File: src/rtl/coin_input_conditioner.sv
// Coin input conditioner: synchronises and debounces the four raw coin
// buttons, turns each clean rising press into a coin event, queues events
// and presents them one at a time with the coin value pre-decoded.
//
// Ports:
//   CLK          system clock, rising edge
//   n_reset      asynchronous active-low reset
//   Enable       when 0, new coin edges are discarded; queue still drains
//   OneDollar, FiftyCents, TenCents, FiveCents   raw async buttons
//   coin_ready   consumer accepts the head event this cycle
//   coin_valid   head event available
//   coin_value   head value in cents (100/50/10/5), 0 when idle
//   coin_code    head one-hot {dollar,fifty,ten,five}, 0 when idle
//   *_d          debounced button levels
//   fifo_level   number of queued events
//   drop_cnt     saturating count of discarded presses
module coin_input_conditioner #(
    parameter int unsigned DB_CYCLES = 16,
    parameter int unsigned CNT_W     = 5,
    parameter int unsigned DEPTH     = 4,
    parameter int unsigned PTR_W     = 2
) (
    input  logic             CLK,
    input  logic             n_reset,
    input  logic             Enable,
    input  logic             OneDollar,
    input  logic             FiftyCents,
    input  logic             TenCents,
    input  logic             FiveCents,
    input  logic             coin_ready,
    output logic             coin_valid,
    output logic [6:0]       coin_value,
    output logic [3:0]       coin_code,
    output logic             OneDollar_d,
    output logic             FiftyCents_d,
    output logic             TenCents_d,
    output logic             FiveCents_d,
    output logic [PTR_W:0]   fifo_level,
    output logic [7:0]       drop_cnt
);

    localparam int unsigned NCH    = 4;
    localparam int unsigned CODE_W = 2;
    localparam int unsigned LVL_W  = PTR_W + 1;
    localparam int unsigned DROP_W = 8;

    // Channel index: 3 = dollar, 2 = fifty, 1 = ten, 0 = five.
    logic [NCH-1:0]             raw;
    logic [NCH-1:0]             sync1;
    logic [NCH-1:0]             sync2;
    logic [NCH-1:0][CNT_W-1:0]  db_cnt;
    logic [NCH-1:0]             db_lvl;
    logic [NCH-1:0]             db_prev;
    logic [NCH-1:0]             rise;
    logic [NCH-1:0]             pend;
    logic [NCH-1:0]             pend_next;
    logic [NCH-1:0]             accept;
    logic [NCH-1:0]             drop;
    logic [NCH-1:0]             grant;
    logic [CODE_W-1:0]          push_code;
    logic                       push;
    logic                       pop;
    logic                       full;
    logic                       can_push;
    logic [2:0]                 n_drop;
    logic [DROP_W:0]            drop_sum;
    logic [DEPTH-1:0][CODE_W-1:0] mem;
    logic [PTR_W-1:0]           wr_ptr;
    logic [PTR_W-1:0]           rd_ptr;
    logic [CODE_W-1:0]          head;

    assign raw = {OneDollar, FiftyCents, TenCents, FiveCents};

    // Two-flop synchronisers on every raw button.
    always_ff @(posedge CLK or negedge n_reset) begin
        if (!n_reset) begin
            sync1 <= '0;
            sync2 <= '0;
        end else begin
            sync1 <= raw;
            sync2 <= sync1;
        end
    end

    // Debounce: level follows the sample only after DB_CYCLES consecutive
    // differing samples; any return to equality restarts the count.
    always_ff @(posedge CLK or negedge n_reset) begin
        if (!n_reset) begin
            db_cnt  <= '0;
            db_lvl  <= '0;
            db_prev <= '0;
        end else begin
            db_prev <= db_lvl;
            for (int i = 0; i < NCH; i++) begin
                if (sync2[i] == db_lvl[i]) begin
                    db_cnt[i] <= '0;
                end else if (db_cnt[i] == CNT_W'(DB_CYCLES - 1)) begin
                    db_lvl[i] <= sync2[i];
                    db_cnt[i] <= '0;
                end else begin
                    db_cnt[i] <= db_cnt[i] + CNT_W'(1);
                end
            end
        end
    end

    assign rise = db_lvl & ~db_prev;

    // Pop / push qualification and fixed-priority arbiter.
    assign pop      = coin_valid & coin_ready;
    assign full     = (fifo_level == LVL_W'(DEPTH));
    assign can_push = ~full | pop;

    always_comb begin
        grant     = '0;
        push_code = '0;
        if (can_push) begin
            if (pend[3]) begin
                grant     = 4'b1000;
                push_code = 2'd3;
            end else if (pend[2]) begin
                grant     = 4'b0100;
                push_code = 2'd2;
            end else if (pend[1]) begin
                grant     = 4'b0010;
                push_code = 2'd1;
            end else if (pend[0]) begin
                grant     = 4'b0001;
                push_code = 2'd0;
            end
        end
    end

    assign push = |grant;

    // A new event on a flag being moved this cycle re-arms it (not a drop);
    // on a flag that stays pending it is lost and counted.
    always_comb begin
        accept    = rise & {NCH{Enable}};
        drop      = accept & pend & ~grant;
        pend_next = (pend & ~grant) | accept;
        n_drop    = '0;
        for (int i = 0; i < NCH; i++) begin
            n_drop = n_drop + 3'(drop[i]);
        end
        drop_sum  = (DROP_W+1)'(drop_cnt) + (DROP_W+1)'(n_drop);
    end

    always_ff @(posedge CLK or negedge n_reset) begin
        if (!n_reset) begin
            pend     <= '0;
            drop_cnt <= '0;
        end else begin
            pend <= pend_next;
            if (drop_sum > (DROP_W+1)'(255)) begin
                drop_cnt <= 8'd255;
            end else begin
                drop_cnt <= drop_sum[DROP_W-1:0];
            end
        end
    end

    // Event FIFO with naturally wrapping pointers.
    always_ff @(posedge CLK or negedge n_reset) begin
        if (!n_reset) begin
            mem        <= '0;
            wr_ptr     <= '0;
            rd_ptr     <= '0;
            fifo_level <= '0;
        end else begin
            if (push) begin
                mem[wr_ptr] <= push_code;
                wr_ptr      <= wr_ptr + PTR_W'(1);
            end
            if (pop) begin
                rd_ptr <= rd_ptr + PTR_W'(1);
            end
            case ({push, pop})
                2'b10:   fifo_level <= fifo_level + LVL_W'(1);
                2'b01:   fifo_level <= fifo_level - LVL_W'(1);
                default: fifo_level <= fifo_level;
            endcase
        end
    end

    assign coin_valid = (fifo_level != '0);
    assign head       = mem[rd_ptr];

    // Head decode, forced to zero when the queue is empty.
    always_comb begin
        coin_value = '0;
        coin_code  = '0;
        if (coin_valid) begin
            case (head)
                2'd3: begin coin_value = 7'd100; coin_code = 4'b1000; end
                2'd2: begin coin_value = 7'd50;  coin_code = 4'b0100; end
                2'd1: begin coin_value = 7'd10;  coin_code = 4'b0010; end
                default: begin coin_value = 7'd5; coin_code = 4'b0001; end
            endcase
        end
    end

    assign OneDollar_d  = db_lvl[3];
    assign FiftyCents_d = db_lvl[2];
    assign TenCents_d   = db_lvl[1];
    assign FiveCents_d  = db_lvl[0];

endmodule
File: config.mk
export PLATFORM = sky130hd
export DESIGN_NAME = coin_input_conditioner
export DESIGN_NICKNAME = d
export VERILOG_FILES = /design/src/rtl/coin_input_conditioner.sv
export SDC_FILE = /design/constraint.sdc
export NUM_CORES = 1
export LEC_CHECK = 0
export CAP_MARGIN = 20
export CELL_PAD_IN_SITES_DETAIL_PLACEMENT = 0
export CELL_PAD_IN_SITES_GLOBAL_PLACEMENT = 1
export CORE_MARGIN = 2
export CORE_UTILIZATION = 30
export CTS_CLUSTER_SIZE = 24
export DETAILED_ROUTE_END_ITERATION = 7
export PLACE_DENSITY = 0.59
export SETUP_SLACK_MARGIN = 0.5
export SLEW_MARGIN = 20
export SYNTH_ARGS = -nofsm -noshare
export SYNTH_HDL_FRONTEND = slang
export SYNTH_SLANG_ARGS = --single-unit
File: constraint.sdc
create_clock -name CLK -period 5 [get_ports CLK]
set_input_delay 1 -clock CLK [delete_from_list [all_inputs] [get_ports CLK]]
set_output_delay 1 -clock CLK [all_outputs]
set_load 0.02 [all_outputs]
* Word-level counts from Yosys, hierarchy flattened
Cells that the tools add are included.
Storage, ports and cells: output and inout bits 27, bits in registers 63
Operators by class: equal/unequal tests 14, reductions and logical operators 8, $lt $le $gt $ge 4, multiplexer cells 28, bitwise logic cells 15, add/subtract/negate cells 12
Operator list (count):
- $mux 5 | 8
- $pmux 7 s3 | 1
- $add 5x1->5 const B | 4
- $and 4x4->4 | 5
- $eq 5x4->1 const B | 4
- $mux 2 | 6
- $mux 4 | 3
- $pmux 4 s3 | 1
- $add 8x3->9 | 1
- $gt 9x8->1 const B | 1
- $bwmux 8 | 1
- $mux 8 | 1
- $not 4->4 | 2
- $reduce_and 2->1 | 4
- $mux 7 | 1
- $eq 2x2->1 const B | 3
- $lt 2x3->1 const B | 2
- $pmux 3 s2 | 1
- $not 1->1 | 5
- $add 2x1->2 const B | 2
- $bmux 2 s2 | 1
- $demux 2 s2 | 1
- $eq 1x1->1 | 4
- $eq 2x1->1 const B | 2
- other kinds (16) | 17

* Longest topological paths before layout
depth in word-level cells 13, depth in mapped cells 13, mapped depth without buffers 12

* Least setup slack after synthesis
OpenSTA, ideal clock, no wires.
path kind in2reg, start point in coin_ready, end point reg drop_cnt[7], setup slack 0.997 ns, arrival time 3.878 ns, stages on the path 13, required time 4.875 ns, cell sequence or4b_1 > buf_6 > nand2_4 > o21ai_2 > or2_1 > fa_1 > fa_1 > inv_1 > fa_1 > and3_1 > and2_1 > nand2b_1 > mux2_2
Between the ends: cells in the longest elaborated chain, start to end 11
Ends and longest elaborated chain:
- start, declared | line 30 | input logic coin_ready,
- $and 1x1->1 (*) | line 110 | assign pop = coin_valid & coin_ready;
- $or 1x1->1 (*) | line 112 | assign can_push = ~full | pop;
- $mux 4 (*) | line 117 | if (can_push) begin
- $not 4->4 (*) | line 140 | drop = accept & pend & ~grant;
- $and 4x4->4 (*) | line 140
- $add 1x1->2 | line 144 | n_drop = n_drop + 3'(drop[i]);
- $add 2x1->3 | line 144
- $add 3x1->3 (*) | line 144
- $add 8x3->9 (*) | line 146 | drop_sum = (DROP_W+1)'(drop_cnt) + (DROP_W+1)'(n_drop);
- $gt 9x8->1 | line 155 | if (drop_sum > (DROP_W+1)'(255)) begin
- $mux 8 (*) | line 155
- end signal, assigned | line 158 | drop_cnt <= drop_sum[DROP_W-1:0];
- end, declared | line 39 | output logic [7:0] drop_cnt
Every way passes the cells marked *; elsewhere a longest branch is shown, timed or not. A chain may end at the register's enable or synchronous reset.

* Final worst setup path
Same ends and word-level chain as after synthesis.

==> out/results.ini <==
[sta]
rsz0062_at_grt=false
finalSetupViolations=0
clock_skew_ns=0.00782
fin_crit_sh_pct=84.3
max_freq_mhz=237
tns_ns=0
hold_viol=0
tightest_slew_ns=0.788
slew_headroom_pct=47.5
drv_slew=0
period_minus_slack_ns=4.21

[cts]
cts.path.max_buffers=2
tritoncts=done
hold_buffers=0
clock-sinks=63
htreeDepth=3
clockRootBuffer=clkbuf_8
ctsResizeCount=0
postCtsSetupBuffers=0
clkLatencyLatePin_ns=0.33
cts_buffers=9
clkTransAtPathRegs_ns=0.07

[pwr]
vdd_ir_drop_max_mv=0.159
p_leak_nw=1.70
powerDensity_nw_per_um2=334

[drt]
vias_per_cell=4.17
drt_iter0_drc=55
first_pass_iters=4
via_count=1726
route.final.wire_length_mm=4.67
route.detailed.drc=0
wl_per_cell_um=11.3
ant_nets=0

[yosys]
seq_area_frac_synth_pct=55.1
syn_inst=240
ys_seq_elements=63
synth-edff-count=0
synthesis.nets=267
postSynth.asyncResetShare_pct=100
synth_compound_area_share_pct=4.07
synth_top_family_by_area=simple AND/OR/NAND/NOR gates
synth_area_um2=2860
avgSynthCellArea_um2=11.9
synth_common_cells=63 x dfrtp_1, 18 x nor2_1, 17 x nand2_1, 17 x xor2_1
synth.area.top_cells=dfrtp_1 55%, ha_1 6.6%, xor2_1 5.2%
yosys.area.top_type=dfrtp_1
synthFlopType=dfrtp_1
synthAdderAreaFrac_pct=9.36
ys_types=39
synth_xor_xnor_area_share_pct=6.43
yosysTopAreaCellShare_pct=55.1
synth_mux_area_share_pct=5.47
synth-simple-area-share_pct=16.4
synthMostInstantiatedCell=dfrtp_1
yosys_warnings=0

[worst_setup_path]
startpoint_type=input pin
crit_required_ns=5.22
worstSetupEndpointType=flip-flop
worstSetupPathType=in -> reg
arrival_ns=4.43
critPathMaxFanout=4

[placed_design]
dp_hpwl_mm=3.34
dp.cells=400
routabilityCongestion=0.748
dpl_cell_area_um2=3330
io_buffers=34

[floorplan]
dieArea_um2=10300
die_w_um=102
io_pins=35
start_util_pct=31.0
core_area_um2=9240
fp.dieH_um=102
row_count=35

[cells_and_area]
fin_area_um2=3500
final_nets=309
multi_input_area_um2=1190
syn2layout_area_growth_pct=22.2
num-fill-cells=910
diodes=0
ff_latch_area_um2=1580
drive_gt1_share_pct=10.2
fin_cells=414

[global_route]
antenna_found_initial=0
first_global_vias=1768
grt_usage_pct=10.5
grt_max_degree=64
grt_pass1_wl_mm=8.26
gr-total-overflow=0

[flow_run]
drv_cap=0

[run_status]
outcome=finished, final reports clean

[hold_path]
hold_class=reg -> reg

==> worst paths after layout <==
kind / to / cells after the start / from / slack [ns]
worst max-delay path: drop_cnt[7] / 12 / coin_ready / 0.79
min in group asynchronous: db_cnt[8] / 2 / n_reset / 0.83
worst min register to register: sync2[3] / 0 / sync1[3] / 0.35
worst max register to register: drop_cnt[7] / 11 / fifo_level[0] / 1.39
max in group asynchronous: mem[3] / 2 / n_reset / 3.65
worst min-delay path: sync2[3] / 0 / sync1[3] / 0.35
==> layout make-up <==
cell class | count | share of cell area, %
Clock inverter | 1 | 0.143
Tap cell | 129 | 4.62
Inverter | 13 | 1.40
Multi-Input combinational cell | 159 | 34.2
Clock buffer | 13 | 4.55
Timing Repair Buffer | 36 | 10.0
Sequential cell | 63 | 45.1
==> metal layers <==
layer	global-route usage, %	wire length, um	up-vias
li1	-	-	879
met1	13.7	2210	796
met2	15.8	2120	43
met3	3.80	248	8
met4	4.68	95	0
met5	0	0	-
==> layout by cell type (no fill, tap or decap), drive strengths merged, types with 3 or more instances in the layout <==
cell	instances
inv	13
dfrtp	63
nand4	3
ha	15
mux2	9
buf	3
nor2	18
fa	4
nand2	18
xor2	17
and3	5
nand3	14
nor2b	4
o21ai	12
xnor2	4
clkbuf	13
and2	16
clkdlybuf4s50	33
==> metrics by stage <==
stage | utilization [%] | setup slack [ns] | hold slack, ns | total power, mW
global placement | 36.1 | 0.462 | 0.334 | 0.804
CTS | 37.8 | 0.759 | 0.353 | 1.19
finish | 37.8 | 0.786 | 0.349 | 1.17
floorplan | - | 0.997 | 0.331 | 0.722
global route | 37.8 | 0.516 | 0.358 | 1.24
detailed placement | 36.1 | 0.427 | 0.336 | 0.807
==> kinds of logic after synthesis <==
group,Yosys count
mux,12
simple gates,88
flops,63
buf+inv,18
compound gates,19
fa+ha+maj,19
xor+xnor,21
==> worst max-delay path, cell delays in order <==
cell	delay [ns]
clkdlybuf4s50_1	0.43
nor4b_1	0.50
o21ai_0	0.19
or2_2	0.32
fa_1	0.52
fa_1	0.20
inv_1	0.06
fa_1	0.40
and3_1	0.22
and2_1	0.19
nand2b_1	0.15
mux2_2	0.26
==> state kept, by name, summed over array words and instances (netlist names), 3 cells and up <==
signal      cells
mem             8
sync2           4
sync1           4
fifo_level      3
db_lvl          4
drop_cnt        8
pend            4
db_prev         4
db_cnt         20
==> report_power, final <==
group,internal (mW),switching (mW)
clock network,0.201,0.173
logic,0.102,0.107
registers,0.545,0.0390
total,0.848,0.319
Power figures use the tool's default switching activity.
==> RTL edit 1, RTL diff (same settings) <==
Set the parameter `DEPTH` to 2 (it was 4).
--- a/src/rtl/coin_input_conditioner.sv
+++ b/src/rtl/coin_input_conditioner.sv
@@ -18,5 +18,5 @@
     parameter int unsigned DB_CYCLES = 16,
     parameter int unsigned CNT_W     = 5,
-    parameter int unsigned DEPTH     = 4,
+    parameter int unsigned DEPTH     = 2,
     parameter int unsigned PTR_W     = 2
 ) (
Check against the original RTL: same outputs for any inputs over 10 cycles, from zero or initial values and one cycle with n_reset low; that may be too few to reach the edited logic, so the function may still have changed.
==> RTL edit 1 against the original RTL <==
- sequential power decreased by 9.2%
- final cell count shrank 9.7%
- design area down 7.4%
- sequential cell count is 5 lower
- setup slack got worse by 0.085 ns
- wire length down 8.1%
- via count shrank 5.4%
- global-route usage about the same
- sequential share of layout area shrank 0.26 points
- register-to-register slack got worse by 0.03 ns
- synthesized area fell by 9.9%
- die area is 9.5% lower
- power is 0.22% higher
- utilization grew 1.4 points
- critical path type unchanged
==> RTL edit 1: results <==
export IMPL_synth_adder_area_share_pct=8.93
export IMPL_place_inst=357
export IMPL_io_buffers=34
export IMPL_htreeDepth=3
export IMPL_drive_gt1_share_pct=11.5
export IMPL_skew_ns=0.00796
export IMPL_muxShareOfSynthArea_pct=4.22
export IMPL_synth_nets=246
export IMPL_p_leak_nw=1.61
export IMPL_syn_inst=222
export IMPL_grt_pass1_vias=1685
export IMPL_path_max_fanout=7
export IMPL_antenna_found_initial=0
export IMPL_drt_total_wl_um=4290
export IMPL_peakVddDrop_mv=0.123
export IMPL_clockBufferDepth=2
export IMPL_clock_root_buffer="clkbuf_8"
export IMPL_path_clk_slew_ns=0.07
export IMPL_synthTopCellsByArea="dfrtp_1 56%, ha_1 5.8%, xor2_1 5.8%"
export IMPL_cp_arrival_ns=4.51
export IMPL_dp_hpwl_um=2890
export IMPL_ys_async_sr_fraction_pct=100
export IMPL_yosysWarnings=0
export IMPL_fin_cells=374
export IMPL_ys_seq_area_share_pct=56.3
export IMPL_clk_latency_ns=0.33
export IMPL_grt_total_usage_pct=10.5
export IMPL_synth_compound_area_share_pct=3.79
export IMPL_fillCellCount=795
export IMPL_hold_path_class="flop to flop"
export IMPL_grt_max_degree=59
export IMPL_vias=1632
export IMPL_place_congestion=0.682
export IMPL_grt_pass1_wl_um=7920
export IMPL_synthTopCellsByCount="58 x dfrtp_1, 19 x nor2_1, 17 x xor2_1"
export IMPL_num_antenna_cells=0
export IMPL_drtIter0Drc=84
export IMPL_cts_buffers=9
export IMPL_top_regs="db_cnt (20), drop_cnt (8)"
export IMPL_drt_pass1_iterations=4
export IMPL_yosysUniqueCellTypes=33
export IMPL_outcome="complete, no violations"
export IMPL_synth_xor_area_share_pct=6.80
export IMPL_synth_top_flop_cell="dfrtp_1"
export IMPL_post_dp_cell_area_um2=3010
export IMPL_grt_overflow_total=0
export IMPL_nNetsFinal=289
export IMPL_slew_headroom_pct=52.1
-- RTL edit 1: worst paths after layout --
check | from | to | slack, ns | cells past startpoint
min in group asynchronous | n_reset | sync1[0] | 0.80 | 2
setup reg to reg | fifo_level[0] | drop_cnt[7] | 1.36 | 12
hold reg to reg | sync1[1] | sync2[1] | 0.34 | 0
hold / removal | sync1[1] | sync2[1] | 0.34 | 0
max in group asynchronous | n_reset | fifo_level[1] | 3.71 | 2
setup / recovery | coin_ready | drop_cnt[7] | 0.70 | 13
-- RTL edit 1: cell families (layout without fill, tap and decap cells) --
kind of cell | count (synthesis) | count (layout)
muxes | 10 | 10
adders and majority gates | 16 | 16
DFF | 58 | 58
buffers and inverters | 21 | 68
xor gates and xnor gates | 20 | 20
AOI/OAI and AO/OA | 17 | 17
and+or+nand+nor | 80 | 80
-- RTL edit 1: what timing repair did --
item	CTS	global route
buffers inserted	0	2
hold endpoints to repair	0	0
endpoints found under the setup margin	0	6
resized for setup	0	2
-- RTL edit 1: worst max-delay path: stages --
cell and delay [ns]:
clkdlybuf4s50_1 0.42, or4b_4 0.60, nand2_1 0.12, o21ai_0 0.10, or2_2 0.31, fa_1 0.54, fa_1 0.20, inv_1 0.06
fa_1 0.41, and3_4 0.21, and2_4 0.16, nand2b_1 0.13, mux2_2 0.25
-- RTL edit 1: through the flow --
| stage | total power, W | hold slack, ns | util (%) | worst slack [ns] |
|---|---|---|---|---|
| floorplan | 0.000653 | 0.331 | - | 0.898 |
| finish | 0.00117 | 0.344 | 39.2 | 0.701 |
| global placement | 0.000731 | 0.332 | 36.5 | 0.393 |
| CTS | 0.00119 | 0.349 | 38.9 | 0.712 |
| detailed placement | 0.000732 | 0.335 | 36.5 | 0.361 |
| global route | 0.00123 | 0.354 | 39.2 | 0.500 |
-- RTL edit 1: area by class of cell --
cell class / instances / share of cell area (%)
clock inverter: 2 / 1.08
multi-input combinational: 143 / 31.9
inverter: 16 / 1.86
sequential: 58 / 44.8
timing repair buffer: 37 / 11.1
tap: 105 / 4.06
clock buffer: 13 / 5.22
-- RTL edit 1: power by group --
part           switching, W  internal [W]  total [W]
combinational     0.0000998     0.0000941   0.000194
clock              0.000178      0.000268   0.000446
sequential        0.0000303      0.000499   0.000530
-- RTL edit 1: metal layers --
| layer | vias to the layer above | wire [um] | track usage, % |
|---|---|---|---|
| li1 | 813 | - | - |
| met2 | 39 | 1770 | 14.4 |
| met4 | 0 | 123 | 6.50 |
| met5 | - | 0 | 0 |
| met3 | 12 | 231 | 3.47 |
| met1 | 768 | 2170 | 14.2 |
==> RTL edit 2, RTL diff (config.mk and constraints unchanged) <==
Made on the original files. Reset style: synchronous (`n_reset`), changed in 4 clocked blocks. Comments in the files are not updated.
--- a/src/rtl/coin_input_conditioner.sv
+++ b/src/rtl/coin_input_conditioner.sv
@@ -73,5 +73,5 @@
 
     // Two-flop synchronisers on every raw button.
-    always_ff @(posedge CLK or negedge n_reset) begin
+    always_ff @(posedge CLK) begin
         if (!n_reset) begin
             sync1 <= '0;
@@ -85,5 +85,5 @@
     // Debounce: level follows the sample only after DB_CYCLES consecutive
     // differing samples; any return to equality restarts the count.
-    always_ff @(posedge CLK or negedge n_reset) begin
+    always_ff @(posedge CLK) begin
         if (!n_reset) begin
             db_cnt  <= '0;
@@ -147,5 +147,5 @@
     end
 
-    always_ff @(posedge CLK or negedge n_reset) begin
+    always_ff @(posedge CLK) begin
         if (!n_reset) begin
             pend     <= '0;
@@ -162,5 +162,5 @@
 
     // Event FIFO with naturally wrapping pointers.
-    always_ff @(posedge CLK or negedge n_reset) begin
+    always_ff @(posedge CLK) begin
         if (!n_reset) begin
             mem        <= '0;
Formal check against the unedited RTL: no difference found for any inputs over 10 cycles, from zero or initial values and one cycle with n_reset low; that may be too few to reach the edited logic, so the function may still have changed.
==> RTL edit 2 against the original RTL <==
- register-to-register slack improved by 0.35 ns
- synthesized area fell by 0.96%
- critical path depth rose by 1
- sequential cell count did not move
- design area fell by 0.14%
- wire length barely moved
- setup slack improved by 0.23 ns
- largest cell class is now multi-input combinational cells
Power is not compared: it rests on default switching activity, and its combinational part moved more than twofold at a synthesized area within 25%.
==> RTL edit 2: results <==
export IMPL_outcome="complete, no violations"
export IMPL_dp_hpwl_um=3310
export IMPL_cp_arrival_ns=4.23
export IMPL_buffer_area_share_pct=10.2
export IMPL_place_inst=422
export IMPL_drive_gt1_share_pct=8.59
export IMPL_slew_headroom_pct=61.5
export IMPL_multi_input_gates=190
export IMPL_finalPower_w=0.00103
export IMPL_synth_compound_area_share_pct=6.62
export IMPL_fillCellCount=963
export IMPL_synthTopCellsByCount="63 x dfxtp_1, 24 x and2_1, 23 x nor2_1"
export IMPL_grt_pass1_wl_um=8540
export IMPL_multi_input_comb_area_um2=1420
export IMPL_final_clk_cell_share_pct=6.59
export IMPL_place_congestion=0.680
export IMPL_die_area_um2=10200
export IMPL_sh_seq_area_pct=36.1
export IMPL_grt_max_degree=54
export IMPL_skew_ns=0.00795
export IMPL_grt_total_usage_pct=10.5
export IMPL_drt_total_wl_um=4670
export IMPL_yosysUniqueCellTypes=38
export IMPL_synth_xor_area_share_pct=6.18
export IMPL_synthTopCellsByArea="dfxtp_1 45%, ha_1 8.4%, and2_1 5.3%"
export IMPL_syn_inst=285
export IMPL_place_ws_ns=0.639
export IMPL_nClkBuffers=12
export IMPL_nNetsFinal=353
export IMPL_path_max_fanout=5
export IMPL_wire_per_inst_um=10.7
export IMPL_drtIter0Drc=53
export IMPL_synth_nets=316
export IMPL_synth_adder_area_share_pct=11.2
export IMPL_muxShareOfSynthArea_pct=4.42
export IMPL_vias=1892
## RTL edit 2: cell types whose count changed after synthesis, moves of 7 or more
cell,before,now
and2_1,15,24
a21boi_0,0,11
dfrtp_1,63,0
mux2i_1,1,8
dfxtp_1,0,63
inv_1,13,22
## RTL edit 2: per-layer routing
metal	track usage (%)	part of all wire, %	vias to the layer above
li1	-	-	1004
met4	5.61	1.9	0
met3	2.83	5.3	10
met1	14.2	51	846
met2	15.3	41	32
met5	0	0	-
## RTL edit 2: stage by stage
stage	util, %	hold slack, ns
final	38.0	0.433
after global routing	38.0	0.452
after CTS	38.0	0.433
after detailed placement	35.5	0.417
after global placement	35.5	0.415
after floorplan	-	0.412
## RTL edit 2: final timing paths
kind / from / endpoint / slack (ns) / cells after the start
max: coin_ready / drop_cnt[1] / 1.02 / 13
min: sync1[2] / sync2[2] / 0.43 / 1
max reg2reg: fifo_level[0] / drop_cnt[1] / 1.74 / 12
min reg2reg: sync1[2] / sync2[2] / 0.43 / 1
